## config.mk

```make
export PLATFORM = sky130hd
export DESIGN_NAME = pcie_tlp_responder_flat
export DESIGN_NICKNAME = d
export VERILOG_FILES = /design/src/rtl/pcie_tlp_responder_if.sv /design/src/rtl/pcie_tlp_responder.sv /design/src/flat_wrapper.sv
export SDC_FILE = /design/constraint.sdc
export NUM_CORES = 1
export LEC_CHECK = 0
export CAP_MARGIN = 5
export CORE_AREA = 2 2 155 157
export DETAILED_ROUTE_END_ITERATION = 6
export DIE_AREA = 0 0 157 159
export PLACE_DENSITY = 0.66
export SLEW_MARGIN = 15
export SYNTH_ARGS = -nofsm -noshare
export SYNTH_HDL_FRONTEND = slang
export SYNTH_SLANG_ARGS = --single-unit
```

## constraint.sdc

```tcl
create_clock -name user_clk -period 2.3 [get_ports user_clk]
set_input_delay 0.46 -clock user_clk [delete_from_list [all_inputs] [get_ports user_clk]]
set_output_delay 0.46 -clock user_clk [all_outputs]
set_load 0.05 [all_outputs]
```

## src/rtl/pcie_tlp_responder_if.sv

```systemverilog
// AXI-Stream request (RX) and completion (TX) bundle between the PCIe core wrapper and the responder.
// master = core wrapper side, slave = responder side.
interface pcie_tlp_responder_if;
  logic [63:0] m_axis_rx_tdata;
  logic [7:0]  m_axis_rx_tkeep;
  logic        m_axis_rx_tlast;
  logic        m_axis_rx_tvalid;
  logic [21:0] m_axis_rx_tuser;
  logic        m_axis_rx_tready;
  logic [63:0] s_axis_tx_tdata;
  logic [7:0]  s_axis_tx_tkeep;
  logic        s_axis_tx_tlast;
  logic        s_axis_tx_tvalid;
  logic [3:0]  s_axis_tx_tuser;
  logic        s_axis_tx_tready;

  modport master (
    output m_axis_rx_tdata, m_axis_rx_tkeep, m_axis_rx_tlast, m_axis_rx_tvalid, m_axis_rx_tuser,
    input  m_axis_rx_tready,
    input  s_axis_tx_tdata, s_axis_tx_tkeep, s_axis_tx_tlast, s_axis_tx_tvalid, s_axis_tx_tuser,
    output s_axis_tx_tready
  );

  modport slave (
    input  m_axis_rx_tdata, m_axis_rx_tkeep, m_axis_rx_tlast, m_axis_rx_tvalid, m_axis_rx_tuser,
    output m_axis_rx_tready,
    output s_axis_tx_tdata, s_axis_tx_tkeep, s_axis_tx_tlast, s_axis_tx_tvalid, s_axis_tx_tuser,
    input  s_axis_tx_tready
  );
endinterface

```

## src/rtl/pcie_tlp_responder.sv

```systemverilog
// BAR0 target completer: single-DW MRd32/MWr32 to register-port accesses, CplD for reads.
// Optional PCIE_RESP_UR_CPL_EN: unsupported non-posted requests also get a UR Cpl.
module pcie_tlp_responder #(
  parameter int unsigned REG_AW = 10
) (
  input  logic                  user_clk,
  input  logic                  sys_rst_n,
  pcie_tlp_responder_if.slave   axis,
  input  logic [15:0]           cfg_completer_id,
  output logic [REG_AW-1:0]     reg_addr,
  output logic                  reg_wr_en,
  output logic [31:0]           reg_wr_data,
  output logic [3:0]            reg_wr_be,
  output logic                  reg_rd_en,
  input  logic [31:0]           reg_rd_data,
  output logic                  cfg_err_ur,
  output logic                  cfg_trn_pending
);

  typedef enum logic [2:0] {IDLE, HDR2, DRAIN, RDW, TX0, TX1} state_t;

  state_t state_q, state_d;
  logic        rd_phase_q, rd_phase_d;
  logic [1:0]  fmt_q, fmt_d;
  logic [4:0]  type_q, type_d;
  logic [2:0]  tc_q, tc_d;
  logic [1:0]  attr_q, attr_d;
  logic [9:0]  len_q, len_d;
  logic [15:0] req_id_q, req_id_d;
  logic [7:0]  tag_q, tag_d;
  logic [3:0]  be_q, be_d;
  logic        bar0_q, bar0_d;
  logic [4:0]  lo_addr_q, lo_addr_d;
  logic [31:0] rd_data_q, rd_data_d;
  logic        ur_cpl_q, ur_cpl_d;

  logic              rx_tready_q, rx_tready_d;
  logic [63:0]       tx_tdata_q, tx_tdata_d;
  logic [7:0]        tx_tkeep_q, tx_tkeep_d;
  logic              tx_tlast_q, tx_tlast_d;
  logic              tx_tvalid_q, tx_tvalid_d;
  logic [REG_AW-1:0] reg_addr_q, reg_addr_d;
  logic              reg_wr_en_q, reg_wr_en_d;
  logic [31:0]       reg_wr_data_q, reg_wr_data_d;
  logic [3:0]        reg_wr_be_q, reg_wr_be_d;
  logic              reg_rd_en_q, reg_rd_en_d;
  logic              cfg_err_ur_q, cfg_err_ur_d;
  logic              pending_q, pending_d;

  logic        rx_fire;
  logic        tx_fire;
  logic        sup_wr;
  logic        sup_rd;
  logic [31:0] cpl_dw0;
  logic [31:0] cpl_dw1;
  logic [31:0] cpl_dw2;
  logic        unused_ok;

  assign rx_fire = axis.m_axis_rx_tvalid & rx_tready_q;
  assign tx_fire = axis.s_axis_tx_tready & tx_tvalid_q;
  assign sup_wr  = bar0_q && (type_q == 5'b00000) && (len_q == 10'd1) && (fmt_q == 2'b10);
  assign sup_rd  = bar0_q && (type_q == 5'b00000) && (len_q == 10'd1) && (fmt_q == 2'b00);

`ifdef PCIE_RESP_UR_CPL_EN
  logic np_req;
  // Non-posted: any MRd/MRdLk (3DW or 4DW), IO read, Cfg type 0/1 read.
  assign np_req = !fmt_q[1] && ((type_q[4:1] == 4'b0000) || (type_q == 5'b00010) ||
                                (type_q[4:1] == 4'b0010));
`endif

  // Completion header; UR variant carries no data and status 001.
  assign cpl_dw0 = (ur_cpl_q ? 32'h0A00_0000 : 32'h4A00_0001) |
                   {9'd0, tc_q, 6'd0, attr_q, 12'd0};
  assign cpl_dw1 = {cfg_completer_id, (ur_cpl_q ? 3'b001 : 3'b000), 1'b0, 12'd4};
  assign cpl_dw2 = {req_id_q, tag_q, 1'b0, lo_addr_q, 2'b00};

  always_ff @(posedge user_clk or negedge sys_rst_n) begin
    if (!sys_rst_n) begin
      state_q       <= IDLE;
      rd_phase_q    <= 1'b0;
      fmt_q         <= '0;
      type_q        <= '0;
      tc_q          <= '0;
      attr_q        <= '0;
      len_q         <= '0;
      req_id_q      <= '0;
      tag_q         <= '0;
      be_q          <= '0;
      bar0_q        <= 1'b0;
      lo_addr_q     <= '0;
      rd_data_q     <= '0;
      ur_cpl_q      <= 1'b0;
      rx_tready_q   <= 1'b1;
      tx_tdata_q    <= '0;
      tx_tkeep_q    <= '0;
      tx_tlast_q    <= 1'b0;
      tx_tvalid_q   <= 1'b0;
      reg_addr_q    <= '0;
      reg_wr_en_q   <= 1'b0;
      reg_wr_data_q <= '0;
      reg_wr_be_q   <= '0;
      reg_rd_en_q   <= 1'b0;
      cfg_err_ur_q  <= 1'b0;
      pending_q     <= 1'b0;
    end else begin
      state_q       <= state_d;
      rd_phase_q    <= rd_phase_d;
      fmt_q         <= fmt_d;
      type_q        <= type_d;
      tc_q          <= tc_d;
      attr_q        <= attr_d;
      len_q         <= len_d;
      req_id_q      <= req_id_d;
      tag_q         <= tag_d;
      be_q          <= be_d;
      bar0_q        <= bar0_d;
      lo_addr_q     <= lo_addr_d;
      rd_data_q     <= rd_data_d;
      ur_cpl_q      <= ur_cpl_d;
      rx_tready_q   <= rx_tready_d;
      tx_tdata_q    <= tx_tdata_d;
      tx_tkeep_q    <= tx_tkeep_d;
      tx_tlast_q    <= tx_tlast_d;
      tx_tvalid_q   <= tx_tvalid_d;
      reg_addr_q    <= reg_addr_d;
      reg_wr_en_q   <= reg_wr_en_d;
      reg_wr_data_q <= reg_wr_data_d;
      reg_wr_be_q   <= reg_wr_be_d;
      reg_rd_en_q   <= reg_rd_en_d;
      cfg_err_ur_q  <= cfg_err_ur_d;
      pending_q     <= pending_d;
    end
  end

  always_comb begin
    state_d       = state_q;
    rd_phase_d    = 1'b0;
    fmt_d         = fmt_q;
    type_d        = type_q;
    tc_d          = tc_q;
    attr_d        = attr_q;
    len_d         = len_q;
    req_id_d      = req_id_q;
    tag_d         = tag_q;
    be_d          = be_q;
    bar0_d        = bar0_q;
    lo_addr_d     = lo_addr_q;
    rd_data_d     = rd_data_q;
    ur_cpl_d      = ur_cpl_q;
    tx_tdata_d    = tx_tdata_q;
    tx_tkeep_d    = tx_tkeep_q;
    tx_tlast_d    = tx_tlast_q;
    tx_tvalid_d   = tx_tvalid_q;
    reg_addr_d    = reg_addr_q;
    reg_wr_en_d   = 1'b0;
    reg_wr_data_d = reg_wr_data_q;
    reg_wr_be_d   = reg_wr_be_q;
    reg_rd_en_d   = 1'b0;
    cfg_err_ur_d  = 1'b0;

    case (state_q)
      IDLE: begin
        if (rx_fire) begin
          fmt_d    = axis.m_axis_rx_tdata[30:29];
          type_d   = axis.m_axis_rx_tdata[28:24];
          tc_d     = axis.m_axis_rx_tdata[22:20];
          attr_d   = axis.m_axis_rx_tdata[13:12];
          len_d    = axis.m_axis_rx_tdata[9:0];
          req_id_d = axis.m_axis_rx_tdata[63:48];
          tag_d    = axis.m_axis_rx_tdata[47:40];
          be_d     = axis.m_axis_rx_tdata[35:32];
          bar0_d   = axis.m_axis_rx_tuser[2];
          // A one-beat TLP cannot be a 3DW request; reject it without leaving IDLE.
          if (axis.m_axis_rx_tlast) cfg_err_ur_d = 1'b1;
          else                      state_d      = HDR2;
        end
      end
      HDR2: begin
        if (rx_fire) begin
          lo_addr_d = axis.m_axis_rx_tdata[6:2];
          ur_cpl_d  = 1'b0;
          if (sup_wr) begin
            reg_wr_en_d   = 1'b1;
            reg_addr_d    = axis.m_axis_rx_tdata[REG_AW+1:2];
            reg_wr_data_d = axis.m_axis_rx_tdata[63:32];
            reg_wr_be_d   = be_q;
            state_d       = axis.m_axis_rx_tlast ? IDLE : DRAIN;
          end else if (sup_rd) begin
            reg_rd_en_d = 1'b1;
            reg_addr_d  = axis.m_axis_rx_tdata[REG_AW+1:2];
            state_d     = RDW;
          end else begin
            cfg_err_ur_d = 1'b1;
`ifdef PCIE_RESP_UR_CPL_EN
            ur_cpl_d = np_req;
            if (!axis.m_axis_rx_tlast) state_d = DRAIN;
            else                       state_d = np_req ? RDW : IDLE;
`else
            state_d = axis.m_axis_rx_tlast ? IDLE : DRAIN;
`endif
          end
        end
      end
      DRAIN: begin
        if (rx_fire && axis.m_axis_rx_tlast) state_d = ur_cpl_q ? RDW : IDLE;
      end
      RDW: begin
        // First cycle is the strobe cycle; read data is valid on the second.
        if (!rd_phase_q) begin
          rd_phase_d = 1'b1;
        end else begin
          rd_data_d   = ur_cpl_q ? 32'd0 : reg_rd_data;
          tx_tdata_d  = {cpl_dw1, cpl_dw0};
          tx_tkeep_d  = 8'hFF;
          tx_tlast_d  = 1'b0;
          tx_tvalid_d = 1'b1;
          state_d     = TX0;
        end
      end
      TX0: begin
        if (tx_fire) begin
          tx_tdata_d = {rd_data_q, cpl_dw2};
          tx_tkeep_d = ur_cpl_q ? 8'h0F : 8'hFF;
          tx_tlast_d = 1'b1;
          state_d    = TX1;
        end
      end
      TX1: begin
        if (tx_fire) begin
          tx_tdata_d  = '0;
          tx_tkeep_d  = '0;
          tx_tlast_d  = 1'b0;
          tx_tvalid_d = 1'b0;
          state_d     = IDLE;
        end
      end
      default: state_d = IDLE;
    endcase

    rx_tready_d = (state_d == IDLE) || (state_d == HDR2) || (state_d == DRAIN);
    pending_d   = (state_d == RDW) || (state_d == TX0) || (state_d == TX1);
  end

  assign axis.m_axis_rx_tready = rx_tready_q;
  assign axis.s_axis_tx_tdata  = tx_tdata_q;
  assign axis.s_axis_tx_tkeep  = tx_tkeep_q;
  assign axis.s_axis_tx_tlast  = tx_tlast_q;
  assign axis.s_axis_tx_tvalid = tx_tvalid_q;
  assign axis.s_axis_tx_tuser  = 4'b0000;

  assign reg_addr        = reg_addr_q;
  assign reg_wr_en       = reg_wr_en_q;
  assign reg_wr_data     = reg_wr_data_q;
  assign reg_wr_be       = reg_wr_be_q;
  assign reg_rd_en       = reg_rd_en_q;
  assign cfg_err_ur      = cfg_err_ur_q;
  assign cfg_trn_pending = pending_q;

  // Header/keep/tuser bits that carry nothing for single-DW BAR0 traffic.
  assign unused_ok = ^{axis.m_axis_rx_tkeep, axis.m_axis_rx_tuser, axis.m_axis_rx_tdata};

endmodule

```

## src/flat_wrapper.sv

```systemverilog
// flat-port wrapper written by rule: the top's interface ports become plain ports
module pcie_tlp_responder_flat 
#(
  parameter int unsigned REG_AW = 10
)
  (user_clk, sys_rst_n, cfg_completer_id, reg_addr, reg_wr_en, reg_wr_data, reg_wr_be, reg_rd_en, reg_rd_data, cfg_err_ur, cfg_trn_pending, axis_m_axis_rx_tdata, axis_m_axis_rx_tkeep, axis_m_axis_rx_tlast, axis_m_axis_rx_tvalid, axis_m_axis_rx_tuser, axis_m_axis_rx_tready, axis_s_axis_tx_tdata, axis_s_axis_tx_tkeep, axis_s_axis_tx_tlast, axis_s_axis_tx_tvalid, axis_s_axis_tx_tuser, axis_s_axis_tx_tready);
  pcie_tlp_responder_if axis_i ();
  input  logic user_clk;
  input  logic sys_rst_n;
  input  logic [15:0] cfg_completer_id;
  output logic [REG_AW-1:0] reg_addr;
  output logic reg_wr_en;
  output logic [31:0] reg_wr_data;
  output logic [3:0] reg_wr_be;
  output logic reg_rd_en;
  input  logic [31:0] reg_rd_data;
  output logic cfg_err_ur;
  output logic cfg_trn_pending;
  input wire logic [$bits(axis_i.m_axis_rx_tdata)-1:0] axis_m_axis_rx_tdata;
  input wire logic [$bits(axis_i.m_axis_rx_tkeep)-1:0] axis_m_axis_rx_tkeep;
  input wire logic [$bits(axis_i.m_axis_rx_tlast)-1:0] axis_m_axis_rx_tlast;
  input wire logic [$bits(axis_i.m_axis_rx_tvalid)-1:0] axis_m_axis_rx_tvalid;
  input wire logic [$bits(axis_i.m_axis_rx_tuser)-1:0] axis_m_axis_rx_tuser;
  output wire logic [$bits(axis_i.m_axis_rx_tready)-1:0] axis_m_axis_rx_tready;
  output wire logic [$bits(axis_i.s_axis_tx_tdata)-1:0] axis_s_axis_tx_tdata;
  output wire logic [$bits(axis_i.s_axis_tx_tkeep)-1:0] axis_s_axis_tx_tkeep;
  output wire logic [$bits(axis_i.s_axis_tx_tlast)-1:0] axis_s_axis_tx_tlast;
  output wire logic [$bits(axis_i.s_axis_tx_tvalid)-1:0] axis_s_axis_tx_tvalid;
  output wire logic [$bits(axis_i.s_axis_tx_tuser)-1:0] axis_s_axis_tx_tuser;
  input wire logic [$bits(axis_i.s_axis_tx_tready)-1:0] axis_s_axis_tx_tready;
  assign axis_i.m_axis_rx_tdata = axis_m_axis_rx_tdata;
  assign axis_i.m_axis_rx_tkeep = axis_m_axis_rx_tkeep;
  assign axis_i.m_axis_rx_tlast = axis_m_axis_rx_tlast;
  assign axis_i.m_axis_rx_tvalid = axis_m_axis_rx_tvalid;
  assign axis_i.m_axis_rx_tuser = axis_m_axis_rx_tuser;
  assign axis_m_axis_rx_tready = axis_i.m_axis_rx_tready;
  assign axis_s_axis_tx_tdata = axis_i.s_axis_tx_tdata;
  assign axis_s_axis_tx_tkeep = axis_i.s_axis_tx_tkeep;
  assign axis_s_axis_tx_tlast = axis_i.s_axis_tx_tlast;
  assign axis_s_axis_tx_tvalid = axis_i.s_axis_tx_tvalid;
  assign axis_s_axis_tx_tuser = axis_i.s_axis_tx_tuser;
  assign axis_i.s_axis_tx_tready = axis_s_axis_tx_tready;
  pcie_tlp_responder #(.REG_AW(REG_AW)) u_core (.user_clk(user_clk), .sys_rst_n(sys_rst_n), .axis(axis_i), .cfg_completer_id(cfg_completer_id), .reg_addr(reg_addr), .reg_wr_en(reg_wr_en), .reg_wr_data(reg_wr_data), .reg_wr_be(reg_wr_be), .reg_rd_en(reg_rd_en), .reg_rd_data(reg_rd_data), .cfg_err_ur(cfg_err_ur), .cfg_trn_pending(cfg_trn_pending));
endmodule
```

== Word-level counts from Yosys, hierarchy flattened ==
Index checks and enable logic that the tools add are counted.

* Equal/unequal tests: 15
* Muxes and demuxes: 42
* Bitwise operators: 2
* Reduce and logical (&&, ||, !) cells: 23

{| class="wikitable"
|+ Operators with widths
! cell !! number
|-
| 2-to-1 mux 64 bit || 3
|-
| case mux 64 bit (3 select lines) || 1
|-
| 2-to-1 mux 3 bit || 9
|-
| 2-to-1 mux 8 bit || 3
|-
| case mux 8 bit (3 select lines) || 1
|-
| 2-to-1 mux 10 bit || 2
|-
| 2-to-1 mux 1 bit || 18
|-
| case mux 3 bit (6 select lines) || 1
|-
| == test 3 x 2 -> 1 bit (second input constant) || 4
|-
| == test 3 bit (second input constant) || 4
|-
| == test 10 x 1 -> 1 bit (second input constant) || 1
|-
| AND reduction 3 bit || 3
|-
| == test 3 x 1 -> 1 bit (second input constant) || 2
|-
| logical NOT 3 bit || 2
|-
| inequality test 2 x 1 -> 1 bit (second input constant) || 3
|-
| AND reduction 2 bit || 3
|-
| logical AND 1 bit || 5
|-
| logical NOT 5 bit || 1
|-
| logical OR 1 bit || 4
|-
| case mux 1 bit (2 select lines) || 2
|-
| AND reduction 4 bit || 1
|-
| nonzero test 2 bit || 2
|-
| case mux 1 bit (3 select lines) || 1
|-
| nonzero test 3 bit || 1
|-
| other kinds (4) || 5
|}

* Register bits after elaboration: 217
* Input bits: 147
* Output and inout bits: 129
* Word-level logic and storage cells: 107

== Depth between registers and ports, before layout ==
* Word-level depth: 11
* Depth in mapped cells: 9
* Mapped depth without buffers: 5

== Worst setup path after synthesis ==
OpenSTA, ideal clock, no wires.

* Path kind: register to register
* Start point: register u_core.rx_tready_q, in the netlist u_core.axis.m_axis_rx_tready
* End point: register u_core.reg_wr_data_q[11], in the netlist u_core.reg_wr_data[11]
* Library setup time: 0.125 ns
* Arrival: 2.325 ns
* Data required time: 2.175 ns
* Slack: -0.150 ns
* Stages on the path, launching flop included: 8
* Buffers on the path: 2
* Clock period less this slack: 2.450 ns
* Cell sequence: dfstp_2 > nand3_2 > or3_1 > buf_2 > nand2b_4 > nor3_4 > buf_6 > mux2_2

* Word-level cells in the longest chain between the ends: 2

{| class="wikitable"
|+ Ends and longest elaborated chain
! element !! line !! source
|-
| start: declaration || pcie_tlp_responder.sv:37 || <nowiki>logic rx_tready_q, rx_tready_d;</nowiki>
|-
| start signal: assignment || pcie_tlp_responder.sv:120 || <nowiki>rx_tready_q <= rx_tready_d;</nowiki>
|-
| AND 1 bit || pcie_tlp_responder.sv:59 || <nowiki>assign rx_fire = axis.m_axis_rx_tvalid & rx_tready_q;</nowiki>
|-
| AND reduction 3 bit (no line) || n/a ||
|-
| end signal: assignment || pcie_tlp_responder.sv:127 || <nowiki>reg_wr_data_q <= reg_wr_data_d;</nowiki>
|-
| end: declaration || pcie_tlp_responder.sv:44 || <nowiki>logic [31:0] reg_wr_data_q, reg_wr_data_d;</nowiki>
|}

No other way between the ends.
A chain may end at the register's enable or synchronous reset.

== Final worst setup path ==
* Start point: register u_core.tx_tdata_q[27], in the netlist u_core.axis.s_axis_tx_tdata[27]
* End point: output axis_s_axis_tx_tdata[27]

{| class="wikitable"
|+ RTL lines
! element !! line !! source
|-
| start: declaration || pcie_tlp_responder.sv:38 || <nowiki>logic [63:0] tx_tdata_q, tx_tdata_d;</nowiki>
|-
| start signal: assignment || pcie_tlp_responder.sv:121 || <nowiki>tx_tdata_q <= tx_tdata_d;</nowiki>
|-
| end: declaration || flat_wrapper.sv:25 || <nowiki>output wire logic [$bits(axis_i.s_axis_tx_tdata)-1:0] axis_s_axis_tx_tdata;</nowiki>
|}

No word-level cell between the ends.

==> results_dict.tcl <==
set metrics [dict create \
    first_pass_iters 5 \
    post-route-drc-count 0 \
    pre_cts_ws_ns -0.293 \
    min_path_type "in2async" \
    rows 56 \
    async_flop_share_pct 100 \
    r2r-start "u_core.len_q[7]" \
    die_w_um 157 \
    clk_latency_ns 0.49 \
    fin_util_pct 50.7 \
    grt_overflow 0 \
    avgSynthCellArea_sq_um 13.2 \
    slowest_stage "clkdlybuf4s50_1" \
    die-area_sq_mm 0.0250 \
    synthesis.area_sq_mm 0.00802 \
    slowest_delay_ns 0.88 \
    fin_hold_ws_ns 0.453 \
    drive_above_1_share_pct 21.3 \
    cp-start-kind "flop" \
    ys_types 37 \
    finalCritPeriodShare_pct 94.8 \
    crit_start "u_core.axis.s_axis_tx_tdata[27]" \
    synth_edf_count 0 \
    rsz0062_at_grt "no" \
    power_density_mw_per_mm2 682 \
    crit_buf_inv 1 \
    syn_inst 605 \
    critPathKind "reg2out" \
    start_util_pct 34.6 \
    yosysWarningCount 0 \
    drv_slew 0 \
    fmax_mhz 458 \
    cts_buffers 23 \
    postSynthRegisterBits 208 \
    gp_congestion 0.776 \
    die_y_um 159 \
    setup_slack_ns 0.119 \
    synth_flop_cell "dfrtp_1" \
    cts_sinks 208 \
    status "completed" \
    slew-limit-headroom_pct 60.5 \
    critical_path_required_ns 1.84 \
    cts_setup_buffers 0 \
    crit_arrival_ns 1.72 \
    drt_iter0_markers 271 \
    cts_buffer_depth 3 \
    num_vias 5673 \
    power.leakage_nw 5.55 \
    cts_root_buf "clkbuf_16" \
    ios 276 \
    worst_slew_pin_slew_ns 0.591 \
    layout_min_cycle_time_ns 2.18 \
    clock_skew_ns 0.00724 \
    setup_violations 0 \
    synthToLayoutAreaGrowth_pct 46.7 \
    p_total_mw 8.02 \
    dpl.hpwl_um 13600 \
    postRouteAntennaNets 0 \
    final_area_sq_mm 0.0118 \
    coreArea_sq_mm 0.0232 \
    ys_seq_area_share_pct 65.0 \
    grt_pass1_wl_um 32400 \
    path_cells "clkdlybuf4s50_1" \
    peakVddDrop_mv 0.486 \
    postPlaceCellArea_sq_mm 0.0109 \
    wire_per_inst_um 17.0 \
    grtUsageTotal_pct 16.2 \
    reg2reg_depth 6 \
    wl_um 20200 \
    reg2reg_slack_ns 0.14 \
    cp-end-kind "output pin" \
    drv_cap 0 \
    htree_levels 1 \
    numPortBuffers 232 \
    r2r-end "u_core.reg_wr_data[21]" \
    instances_no_fill 1190 \
    dp.cells 1147 \
    antenna_found_initial 1 \
    first_global_vias 5850 \
    clk_pin_slew_ns 0.06 \
    drt-vias-per-instance 4.77 \
    tritoncts "done" \
    cp_top_family "buffers and inverters" \
    grt_max_degree 54 \
    setup_tns_ns 0 \
    hold_viol_final 0 \
    worstPathMaxFanout 2 \
    nNetsFinal 1001 \
]
-- layout make-up --
cell class,instances,area [sq um]
clock inverters,9,174
fillers,2030,11400
diodes,1,2.50
flip-flops and latches,208,5210
well taps,319,399
inverters,22,82.6
repair buffers,266,2690
clock buffers,32,679
multi-input cells,333,2530
-- routing by layer --
| metal | global-route usage (%) | vias to the layer above | wire length (um) |
|---|---|---|---|
| li1 | - | 2609 | - |
| met1 | 20.9 | 2819 | 8320 |
| met2 | 25.8 | 197 | 9570 |
| met3 | 4.82 | 48 | 1520 |
| met4 | 5.80 | 0 | 770 |
| met5 | 0 | - | 0 |
-- cells in the mapped netlist, drive strengths merged, types with 3 or more instances --
master | count | area share, %
nand3 | 7 | 0.50
nor4b | 3 | 0.33
inv | 22 | 1.0
dfrtp | 207 | 65
a21oi | 4 | 0.25
clkbuf | 22 | 1.0
mux2 | 101 | 14
nand2b | 7 | 0.64
o21ai | 4 | 0.25
a222oi | 20 | 2.5
nand2 | 104 | 4.9
nor4 | 3 | 0.23
nor2 | 14 | 0.72
buf | 25 | 2.2
a31oi | 7 | 0.55
a22o | 36 | 3.9
-- report_power, final --
group / leakage [nW] / internal [mW] / total [mW] / switching, mW
sequential: 2.69 / 3.66 / 3.66 / 0
clock: 0.423 / 2.62 / 4.05 / 1.43
combinational: 2.44 / 0.177 / 0.314 / 0.137
-- cells in the final DEF (no fill, tap or decap), drive strengths merged, types with 14 or more instances in the layout --
master / Yosys / routed
clkdlybuf4s50: 0 / 220
dfrtp: 207 / 207
nand2: 104 / 104
mux2: 101 / 101
a22o: 36 / 36
buf: 25 / 35
clkbuf: 22 / 32
inv: 22 / 23
a222oi: 20 / 20
nor2: 14 / 14
-- what timing repair did --
item	in CTS	in global routing
gates cloned	0	0
setup endpoints to repair	10	41
hold buffers	1	0
endpoints found under the hold margin	35	0
gates resized for setup	5	7
-- sequential cells by signal (all words and copies together), names as in the netlist, 4 cells and up --
name and cells:
u_core.lo_addr_q 5, u_core.reg_wr_data 32, u_core.rd_data_q 32, u_core.tag_q 8, u_core.reg_wr_be 4, u_core.len_q 10, u_core.req_id_q 16, u_core.reg_addr 10
u_core.type_q 5, u_core.be_q 4, u_core.axis.s_axis_tx_tdata 62
-- worst max path at each step --
stage | end | cells after the start
6_report | axis_s_axis_tx_tdata[27] | 1
5_1_grt | u_core.reg_wr_data[21] | 5
4_1_cts | axis_s_axis_tx_tkeep[5] | 1
3_5_place_dp | u_core.reg_wr_data[6] | 7
3_3_place_gp | u_core.reg_wr_data[18] | 7
2_1_floorplan | u_core.reg_wr_data[11] | 7
-- cells by family after synthesis --
family          synth area share (%)
flops                           65.0
simple gates                    8.16
mux                             14.2
compound gates                  8.24
buf+inv                         4.29
xor+xnor                       0.109
other cells                   0.0468
(Power assumes the default switching activity.)
